[src/rtl/zc_tone_gen.sv]
// zc_tone_gen: parabolic tone generator whose sign flips every H enabled samples
//   clk, reset          rising-edge clock, synchronous active-high reset
//   en                  sample enable; low freezes waveform state and outputs
//   period_in/valid     requested half-period H (values below 2 become 2)
//   period_ready        1-deep pending register is empty
//   y                   signed sample, +/-((k+1)*(H-k)) << GAIN_SHIFT
//   zc                  high on the first sample of each half-cycle
//   running             high once the first period has been accepted
module zc_tone_gen #(
    parameter int CNT_W      = 10,
    parameter int GAIN_SHIFT = 12
) (
    input  logic                clk,
    input  logic                reset,
    input  logic                en,
    input  logic [CNT_W-1:0]    period_in,
    input  logic                period_valid,
    output logic                period_ready,
    output logic signed [31:0]  y,
    output logic                zc,
    output logic                running
);
    typedef enum logic {IDLE, RUN} state_t;
    state_t state, state_d;
    logic [CNT_W-1:0] h, k, pend_val, clamped, h_next;
    logic pend_v, neg, accept, boundary;
    logic [19:0] p, p_step;
    logic signed [11:0] delta;
    logic signed [31:0] y_step, y_wrap, y_first;

    function automatic logic signed [31:0] shape(input logic [19:0] v, input logic negative);
        logic signed [31:0] m;
        m = $signed(32'(v) << GAIN_SHIFT);
        return negative ? -m : m;
    endfunction

    assign period_ready = !pend_v;
    assign running      = state == RUN;
    assign accept       = period_valid && period_ready;
    assign clamped      = period_in < CNT_W'(2) ? CNT_W'(2) : period_in;
    assign boundary     = k == h - CNT_W'(1);

    always_comb begin
        state_d = (state == IDLE && accept) ? RUN : state;
        // A value accepted on the boundary edge wins over the pending one;
        // both cannot coexist since accept requires an empty pending slot.
        h_next  = accept ? clamped : (pend_v ? pend_val : h);
        // delta may be negative; 20-bit modular add is exact as p stays positive.
        p_step  = p + 20'(delta);
        y_step  = shape(p_step, neg);
        y_wrap  = shape(20'(h_next), !neg);
        y_first = shape(20'(clamped), 1'b0);
    end

    always_ff @(posedge clk) begin
        if (reset) begin
            state    <= IDLE;
            h        <= '0;
            k        <= '0;
            p        <= '0;
            delta    <= '0;
            neg      <= 1'b0;
            y        <= '0;
            zc       <= 1'b0;
            pend_v   <= 1'b0;
            pend_val <= '0;
        end else begin
            state <= state_d;
            if (state == IDLE) begin
                if (accept) begin
                    h     <= clamped;
                    k     <= '0;
                    p     <= 20'(clamped);
                    delta <= $signed(12'(clamped) - 12'd2);
                    neg   <= 1'b0;
                    y     <= y_first;
                    zc    <= 1'b1;
                end
            end else if (en && boundary) begin
                h      <= h_next;
                k      <= '0;
                p      <= 20'(h_next);
                delta  <= $signed(12'(h_next) - 12'd2);
                neg    <= !neg;
                y      <= y_wrap;
                zc     <= 1'b1;
                pend_v <= 1'b0;
            end else begin
                if (en) begin
                    k     <= k + CNT_W'(1);
                    p     <= p_step;
                    delta <= delta - 12'sd2;
                    y     <= y_step;
                    zc    <= 1'b0;
                end
                if (accept) begin
                    pend_v   <= 1'b1;
                    pend_val <= clamped;
                end
            end
        end
    end
endmodule

[config.mk]
export PLATFORM = sky130hd
export DESIGN_NAME = zc_tone_gen
export DESIGN_NICKNAME = d
export VERILOG_FILES = /design/src/rtl/zc_tone_gen.sv
export SDC_FILE = /design/constraint.sdc
export NUM_CORES = 1
export LEC_CHECK = 0
export CAP_MARGIN = 10
export CORE_ASPECT_RATIO = 1.75
export CORE_MARGIN = 5
export CORE_UTILIZATION = 35
export CTS_CLUSTER_SIZE = 20
export DETAILED_ROUTE_END_ITERATION = 6
export GPL_ROUTABILITY_DRIVEN = 1
export PLACE_DENSITY = 0.57
export SETUP_SLACK_MARGIN = 0.02
export SLEW_MARGIN = 20
export SYNTH_ARGS = -nofsm -noshare
export SYNTH_HDL_FRONTEND = slang
export SYNTH_SLANG_ARGS = --single-unit
export TNS_END_PERCENT = 10
[constraint.sdc]
create_clock -name clk -period 3.65 [get_ports clk]
set_input_delay 0.73 -clock clk [delete_from_list [all_inputs] [get_ports clk]]
set_output_delay 0.73 -clock clk [all_outputs]
set_load 0.05 [all_outputs]
Word-level counts from Yosys, hierarchy flattened --
Cells that the tools add are included.
Word-level totals: register bits after elaboration 98, input port bits 14, output and inout bits 35, word-level logic and storage cells 67
Operators by class: $add $sub $neg 8, $lt $le $gt $ge 1, equality and inequality tests 3, mux-type cells 32, bitwise logic cells 2, reductions and logical operators 11
Operators by type and width (number):
- 2-to-1 mux 32 bit | 6
- 2-to-1 mux 10 bit | 10
- 2-to-1 mux 20 bit | 4
- 2-to-1 mux 12 bit | 4
- negation 22 -> 32 bit | 1
- negation 32 bit | 1
- subtractor 10 x 2 -> 11 bit (second input constant) | 2
- adder 20 bit | 1
- subtractor 12 x 3 -> 12 bit (second input constant) | 1
- adder 10 x 1 -> 10 bit (second input constant) | 1
- == test 10 bit | 1
- less-than comparator 10 x 2 -> 1 bit (second input constant) | 1
- subtractor 10 x 1 -> 10 bit (second input constant) | 1
- 2-to-1 mux 1 bit | 8
- AND reduction 2 bit | 3
- nonzero test 2 bit | 2
- logical AND 1 bit | 3
- inequality test 3 x 2 -> 1 bit (second input constant) | 1
- AND reduction 3 bit | 1
- zero test 1 bit | 2
- inequality test 2 x 1 -> 1 bit (second input constant) | 1
- inverter 1 bit | 2

Longest topological paths before layout --
Gate-level depths: netlist of run 1.
word-level depth 7, depth in mapped cells 14, mapped depth without buffers 13

Worst setup path before layout of run 1 --
Ideal clock, no wire load.
path type input to register, start point input period_in[3], end point register y[20], setup time 0.132 ns, arrival 3.492 ns, data required time 3.518 ns, path slack 0.027 ns, stages on the path 13, path buffers 0, cell sequence or4_4 -> o31ai_1 -> mux2i_1 -> o21ai_1 -> inv_1 -> ha_1 -> nand2_1 -> nor2_1 -> nand2_1 -> nand2_1 -> mux4_2 -> a311oi_1 -> nor3_1
On the way: longest elaborated chain between the ends 7, elaborated cells on any way between the ends 8, classes of those cells add/sub (1); order compare (1); mux (6)
Ends and longest elaborated chain:
- from (decl) | line 16 | input logic [CNT_W-1:0] period_in,
- less-than comparator 10 x 2 -> 1 bit | line 40 | assign clamped = period_in < CNT_W'(2) ? CNT_W'(2) : period_in;
- 2-to-1 mux 10 bit * | line 40
- 2-to-1 mux 10 bit | line 47 | h_next = accept ? clamped : (pend_v ? pend_val : h);
- negation 22 -> 32 bit | line 34 | return negative ? -m : m;
- 2-to-1 mux 32 bit | line 34
- 2-to-1 mux 32 bit | line 79 | end else if (en && boundary) begin
- 2-to-1 mux 32 bit * | line 69 | if (state == IDLE) begin
- to (signal assigned) | line 76 | y <= y_first;
- to (signal assigned) | line 85 | y <= y_wrap;
- to (signal assigned) | line 93 | y <= y_step;
- to (decl) | line 19 | output logic signed [31:0] y,
Mark *: on every way between the ends. The rest lies on a longest branch, timed or not. The select of a mux whose other input is x is not followed. A chain may end at the register's enable or synchronous reset.

==> metrics, run 1 <==
Layout Nets between 900 and 1k; Peak VDD IR about 0.00016 V; Via Count about 6.3k; fillcell total 1,816; most common cell after layout, fill and taps aside nand2_1; LEAKAGE a little under 3 nW; final setup fails 0; most frequent cells in the layout 102 x nand2_1, 85 x dfxtp_1, 76 x a21oi_1; Worst-path clk slew around 0.070 ns; GR Util met1 0.220; flop2flop setup slack ~0.18 ns; Crit Path Class reg -> reg; EDFF count, synth 0; number of I/O port buffers 36; outcome finished, final reports clean; part of the cycle the worst path needs 0.949; Clock Skew between 0.008 and 0.009 ns; Compound-Gate Fraction of Synth Area 0.251; crit path max fanout 6; Total Neg Setup Slack 0 ns; sw frac 0.374; drt pass-1 iters 5; CP Data Arrival Time around 3.7 ns; Ports 49; required time worst endpoint approximately 3.9 ns; Seq pwr share 0.335; CTS tree yes; max frequency 0.289 GHz; Async S/R FF share, synth 0; Distinct cells, synth 75; Pwr Density roughly 420 mW/mm^2; worst hold path stage count 2; M2 GR Usage 0.390; Initial Utilization 0.357; Post-Syn Instances 810; met3 Resource Use GR 0.0227; Post-Syn Area per Cell 7.72 um^2; hold_ws 0.457 ns; vias in the first global route 6,308; sequential area share after synthesis 0.272; Die Y approximately 190 um; YS warnings 0; DRC viols 0; Clk network pwr share 0.311; die area 0.0207 mm^2; Final Wtd Congestion 0.878; Startpoint Class flip-flop; Crit. End Element flip-flop; gr ovfl total 0; Slew Limit Headroom 0.285; Synth Area in XOR/XNOR 0.0967; gr busiest metal met2; TritonCTS Buffers 9; GRT Util Overall 0.207; Die Span X 111 um; # rows 64; DP HPWL about 16,000 um; final wirelength 21,300 um; post-synthesis cell area 0.00625 mm^2; largest net degree at the start of global routing 36; Avg WL per Cell 19.1 um; Synth Area in Adders 0.0572; first-pass GRT wire length 34,400 um; Final min period about 3.5 ns; CTS HTree Levels 3; Starting DRT DRC Count about 350; Worst-Skew Late Latency 0.36 ns; Max Slew Vio Count 0; vias per cell approximately 5.6; largest family of logic cells by synthesized area compound AO/OA/AOI/OAI gates; Overall Power between 3 and 4 mW; hold crit path type reg -> reg; Inserted Diodes 0; initial antenna violation count 0; synthesis-to-layout area growth 21.6%; Clock Tree Root clkbuf_16; MaxCap Viol Count 0; Worst-Margin Slew 1.06 ns; Post-Synth Simple-Gate Area 0.223; total core area 0.0175 mm^2; top_reg_cell synth dfxtp_1; Combinational Power Share 0.354; Final Hold Violating Endpoints 0; layout cell share with drive strength beyond 1 0.148; RSZ-0062 raised after global routing yes; post-route ant nets 0; internal power 1.99 mW; Synth Register Bits 85; Clock Sinks 85; Max Root-Sink Buffers 2; mux contribution to synthesized area 0.0408; switching pwr 1.19 mW; Register-to-Register Path Depth 12
## synthesized netlist by cell type (13+ instances only)
master | number | share of area
nand2_1 | 102 | 0.061
clkbuf_1 | 35 | 0.021
nand3_1 | 13 | 0.010
buf_4 | 15 | 0.018
nor3_1 | 26 | 0.021
xnor2_1 | 38 | 0.053
a21oi_1 | 77 | 0.062
ha_1 | 27 | 0.054
nor2_1 | 77 | 0.046
dfxtp_1 | 85 | 0.27
xor2_1 | 31 | 0.043
inv_1 | 21 | 0.013
o21ai_0 | 41 | 0.033
## per-stage QoR
step,util,cells,worst slack (ns),area (um^2)
floorplan,-,821,0.0266,6290
global placement,0.413,1102,-0.218,7240
detailed placement,0.413,1102,-0.293,7240
CTS,0.430,1118,0.0599,7550
global route,0.434,1118,-0.0466,7600
finish,0.434,1118,0.185,7600
## area by class of cell
| cell class | instances | area [um^2] | share of cell area |
|---|---|---|---|
| Inverter | 21 | 78.8 | 0.0104 |
| Multi-Input combinational cell | 656 | 4300 | 0.565 |
| Sequential cell | 85 | 1700 | 0.224 |
| Timing Repair Buffer | 109 | 928 | 0.122 |
| Clock buffer | 10 | 239 | 0.0314 |
| Clock inverter | 6 | 68.8 | 0.00905 |
| Tap cell | 231 | 289 | 0.0380 |
## sequential cells by signal, summed over array words and instances (netlist names)
signal,count
y,20
pend_val,10
running,1
zc,1
k,10
delta,12
p,19
h,10
neg,1
pend_v,1
## power groups by stage
stage | Clock [mW] | Sequential [mW] | Combinational (mW)
floorplan | 0 | 1.10 | 0.705
global route | 1.06 | 1.08 | 1.23
detailed placement | 0 | 1.09 | 1.10
global placement | 0 | 1.09 | 1.10
finish | 0.993 | 1.07 | 1.13
CTS | 1.01 | 1.07 | 1.11
## cell families after synthesis
kind of cell               Yosys count
AOI/OAI and AO/OA                  236
xor gates and xnor gates            69
adders and majority gates           28
buffers and inverters               80
DFF                                 85
muxes                               19
other                                1
and+or+nand+nor                    292
## path summary, 6_finish.rpt
check,startpoint,end
worst min-delay path,y[25]$_SDFFE_PP0P_,y[25]$_SDFFE_PP0P_
worst max-delay path,y[12]$_SDFFE_PP0P_,y[31]$_SDFFE_PP0P_
worst max register to register,y[12]$_SDFFE_PP0P_,y[31]$_SDFFE_PP0P_
worst min register to register,y[25]$_SDFFE_PP0P_,y[25]$_SDFFE_PP0P_
## per-layer routing
layer	share of wire	wire (um)
met4	0.054	1160
met2	0.54	11500
met3	0.031	655
met1	0.37	7970
met5	0	0
## worst max-delay path, cell delays in order, from the launching register on
cell	delay (ns)
dfxtp_1	0.33
ha_1	0.24
fa_1	0.42
a211oi_2	0.27
o31ai_2	0.19
a221o_1	0.33
a21oi_1	0.26
xor2_1	0.30
nand4_1	0.26
o41ai_2	0.39
xnor2_1	0.11
o21ai_0	0.17
a21oi_1	0.09
## what timing repair did
action / 4_1_cts / 5_1_grt
gates resized for setup: 0 / 10
setup endpoints to repair: 0 / 17
buffers inserted: 0 / 0
hold buffers: 0 / 0
Power figures use the tool's default switching activity.
==> run 2, diff against run 1 <==
--- a/config.mk
+++ b/config.mk
@@ -14,7 +14,7 @@
 export GPL_ROUTABILITY_DRIVEN = 1
 export PLACE_DENSITY = 0.57
 export SETUP_SLACK_MARGIN = 0.02
-export SLEW_MARGIN = 20
+export SLEW_MARGIN = 10
 export SYNTH_ARGS = -nofsm -noshare
 export SYNTH_HDL_FRONTEND = slang
 export SYNTH_SLANG_ARGS = --single-unit
==> constraint.sdc (replaced) <==
create_clock -name clk -period 3.1 [get_ports clk]
set_input_delay 0.62 -clock clk [delete_from_list [all_inputs] [get_ports clk]]
set_output_delay 0.62 -clock clk [all_outputs]
set_load 0.05 [all_outputs]
==> metrics, run 2 (synthesis results as in run 1) <==
Die Y 187 um (unchanged); largest net degree at the start of global routing 29 (-19%); CTS tree yes; Pwr Density 468 mW/mm^2 (+12%); max frequency 0.324 GHz; hold crit path type reg -> reg; Crit Path Class in -> reg; Max Root-Sink Buffers 2 (unchanged); most frequent cells in the layout 145 x buf_4, 101 x nand2_1, 83 x dfxtp_1; Final min period about 3 ns; gr ovfl total 0 (unchanged); Clock Sinks 85 (unchanged); layout cell share with drive strength beyond 1 0.252 (+0.105); Crit. End Element flip-flop; final wirelength 22,500 um (+5.6%); Avg WL per Cell 18.8 um (-1.4%); die area 0.0207 mm^2 (unchanged); part of the cycle the worst path needs 0.996; most common cell after layout, fill and taps aside buf_4; vias per cell 5.44 (-3.1%); Initial Utilization 0.357 (unchanged); post-route ant nets 0 (unchanged); Peak VDD IR 0.000347 V (+120%); Clock Skew 0.0127 ns (+0.00384 ns); # rows 64 (unchanged); DRC viols 0 (unchanged); Worst-Skew Late Latency 0.37 ns (about the same); Slew Limit Headroom 0.465 (+0.180); Die Span X 111 um (unchanged); TritonCTS Buffers 9 (unchanged); drt pass-1 iters 5 (unchanged); Overall Power 3.98 mW (+25%); Starting DRT DRC Count 310 (-11%); MaxCap Viol Count 0 (unchanged); Via Count 6,513 (+3.9%); initial antenna violation count 0 (unchanged); multi-input logic area 0.00457 mm^2 (+6.4%); Max Slew Vio Count 0 (unchanged); crit path max fanout 3 (-3); Inserted Diodes 0 (unchanged); Most Frequent Cell on Critical Path or4_4; required time worst endpoint 3.37 ns (-0.53 ns); CP Cell Sequence clkdlybuf4s15_1 > or4_4 > or4_4 > a31oi_4 > ha_4 > nor3_1 > a211oi_1 > a31oi_1 > or4_1 > a311oi_1; Final Wtd Congestion 0.912 (+4.0%); Final Cell Area 0.00850 mm^2 (+12%); Total Neg Setup Slack 0 ns (unchanged); vias in the first global route 6,675 (+5.8%); outcome finished, final reports clean; register area 0.00170 mm^2 (+0.15%); GRT Util Overall 0.217 (+0.00999); Biggest register y; max FFs per register 20 (unchanged); fillcell total 1,728 (-4.8%); Worst-Margin Slew 0.801 ns (-0.262 ns); total core area 0.0175 mm^2 (unchanged); CTS HTree Levels 3 (unchanged); final setup fails 0 (unchanged); Clock Tree Root clkbuf_16; Ports 49 (unchanged); first-pass GRT wire length 35,700 um (+3.7%); CP Data Arrival Time 3.36 ns (-0.36 ns); Startpoint Class input port; number of I/O port buffers 36 (unchanged); critical path's slowest cell or4_4; worst stage delay on the critical path 0.58 ns (+0.16 ns); dpl cell area 0.00787 mm^2 (+8.7%); DP HPWL 17,700 um (+7.5%); Worst-path clk slew 0.07 ns (about the same); Layout Nets 1,004 (+8.7%); LEAKAGE 3.41 nW (+15%); Final Hold Violating Endpoints 0 (unchanged); largest registers y (20), p (19), delta (12); RSZ-0062 raised after global routing yes; synthesis-to-layout area growth 36.0%
==> run 2: layout make-up <==
type | instances | share of cell area
clock inverter | 5 | 0.00412
timing repair buffer | 189 | 0.185
multi-input combinational | 656 | 0.538
clock buffer | 11 | 0.0285
sequential | 85 | 0.200
inverter | 21 | 0.00971
tap | 231 | 0.0340
==> run 2: through the flow <==
step / utilization / instances / hold WS [ns] / setup WS, ns
3_3_place_gp: 0.449 / 1175 / 0.443 / -0.549
4_1_cts: 0.479 / 1198 / 0.454 / -0.0261
6_report: 0.485 / 1198 / 0.458 / 0.0135
2_1_floorplan: - / 821 / 0.436 / -0.110
5_1_grt: 0.485 / 1198 / 0.472 / -0.181
3_5_place_dp: 0.449 / 1175 / 0.444 / -0.601
==> run 2: critical path, delay by kind of cell <==
family,cells,cell delay (ns)
AND/OR/NAND/NOR,4,1.66
AO/OA/AOI/OAI,4,0.67
buffers and inverters,1,0.23
adder cells (fa/ha/maj),1,0.18
==> run 2: final timing paths <==
kind / depth (start not counted) / slack [ns] / from / endpoint
setup / recovery: 10 / 0.01 / period_in[5] / y[14]$_SDFFE_PP0P_
hold / removal: 2 / 0.46 / y[22]$_SDFFE_PP0P_ / y[22]$_SDFFE_PP0P_
setup reg to reg: 14 / 0.02 / delta[0]$_SDFFE_PP0P_ / y[31]$_SDFFE_PP0P_
hold reg to reg: 2 / 0.46 / y[22]$_SDFFE_PP0P_ / y[22]$_SDFFE_PP0P_
==> run 2: metal layers <==
layer,vias up,GRT usage,wire length (um)
met5,-,0,0
met4,0,0.140,1520
met3,74,0.0343,736
met2,175,0.418,12200
met1,3072,0.209,8030
li1,3192,-,-
==> run 2: repair_timing <==
item                                    in CTS  in global routing
gates resized for setup                     44                 24
setup buffers                                7                  0
hold buffers                                 0                  0
pin swaps                                   25                 18
endpoints found under the setup margin      25                 38
==> run 2: report_power, final <==
group | switching, mW | leakage [nW] | internal [mW]
sequential | 0.0676 | 0.695 | 1.16
clock | 0.491 | 0.136 | 0.567
combinational | 0.944 | 2.58 | 0.745
==> run 3, diff against run 2 <==
--- a/config.mk
+++ b/config.mk
@@ -5,7 +5,7 @@
 export SDC_FILE = /design/constraint.sdc
 export NUM_CORES = 1
 export LEC_CHECK = 0
-export CAP_MARGIN = 10
+export CAP_MARGIN = 20
 export CORE_ASPECT_RATIO = 1.75
 export CORE_MARGIN = 5
 export CORE_UTILIZATION = 35
==> results of run 3 <==
No change in the layout: final DEF, timing and power equal those of run 2.
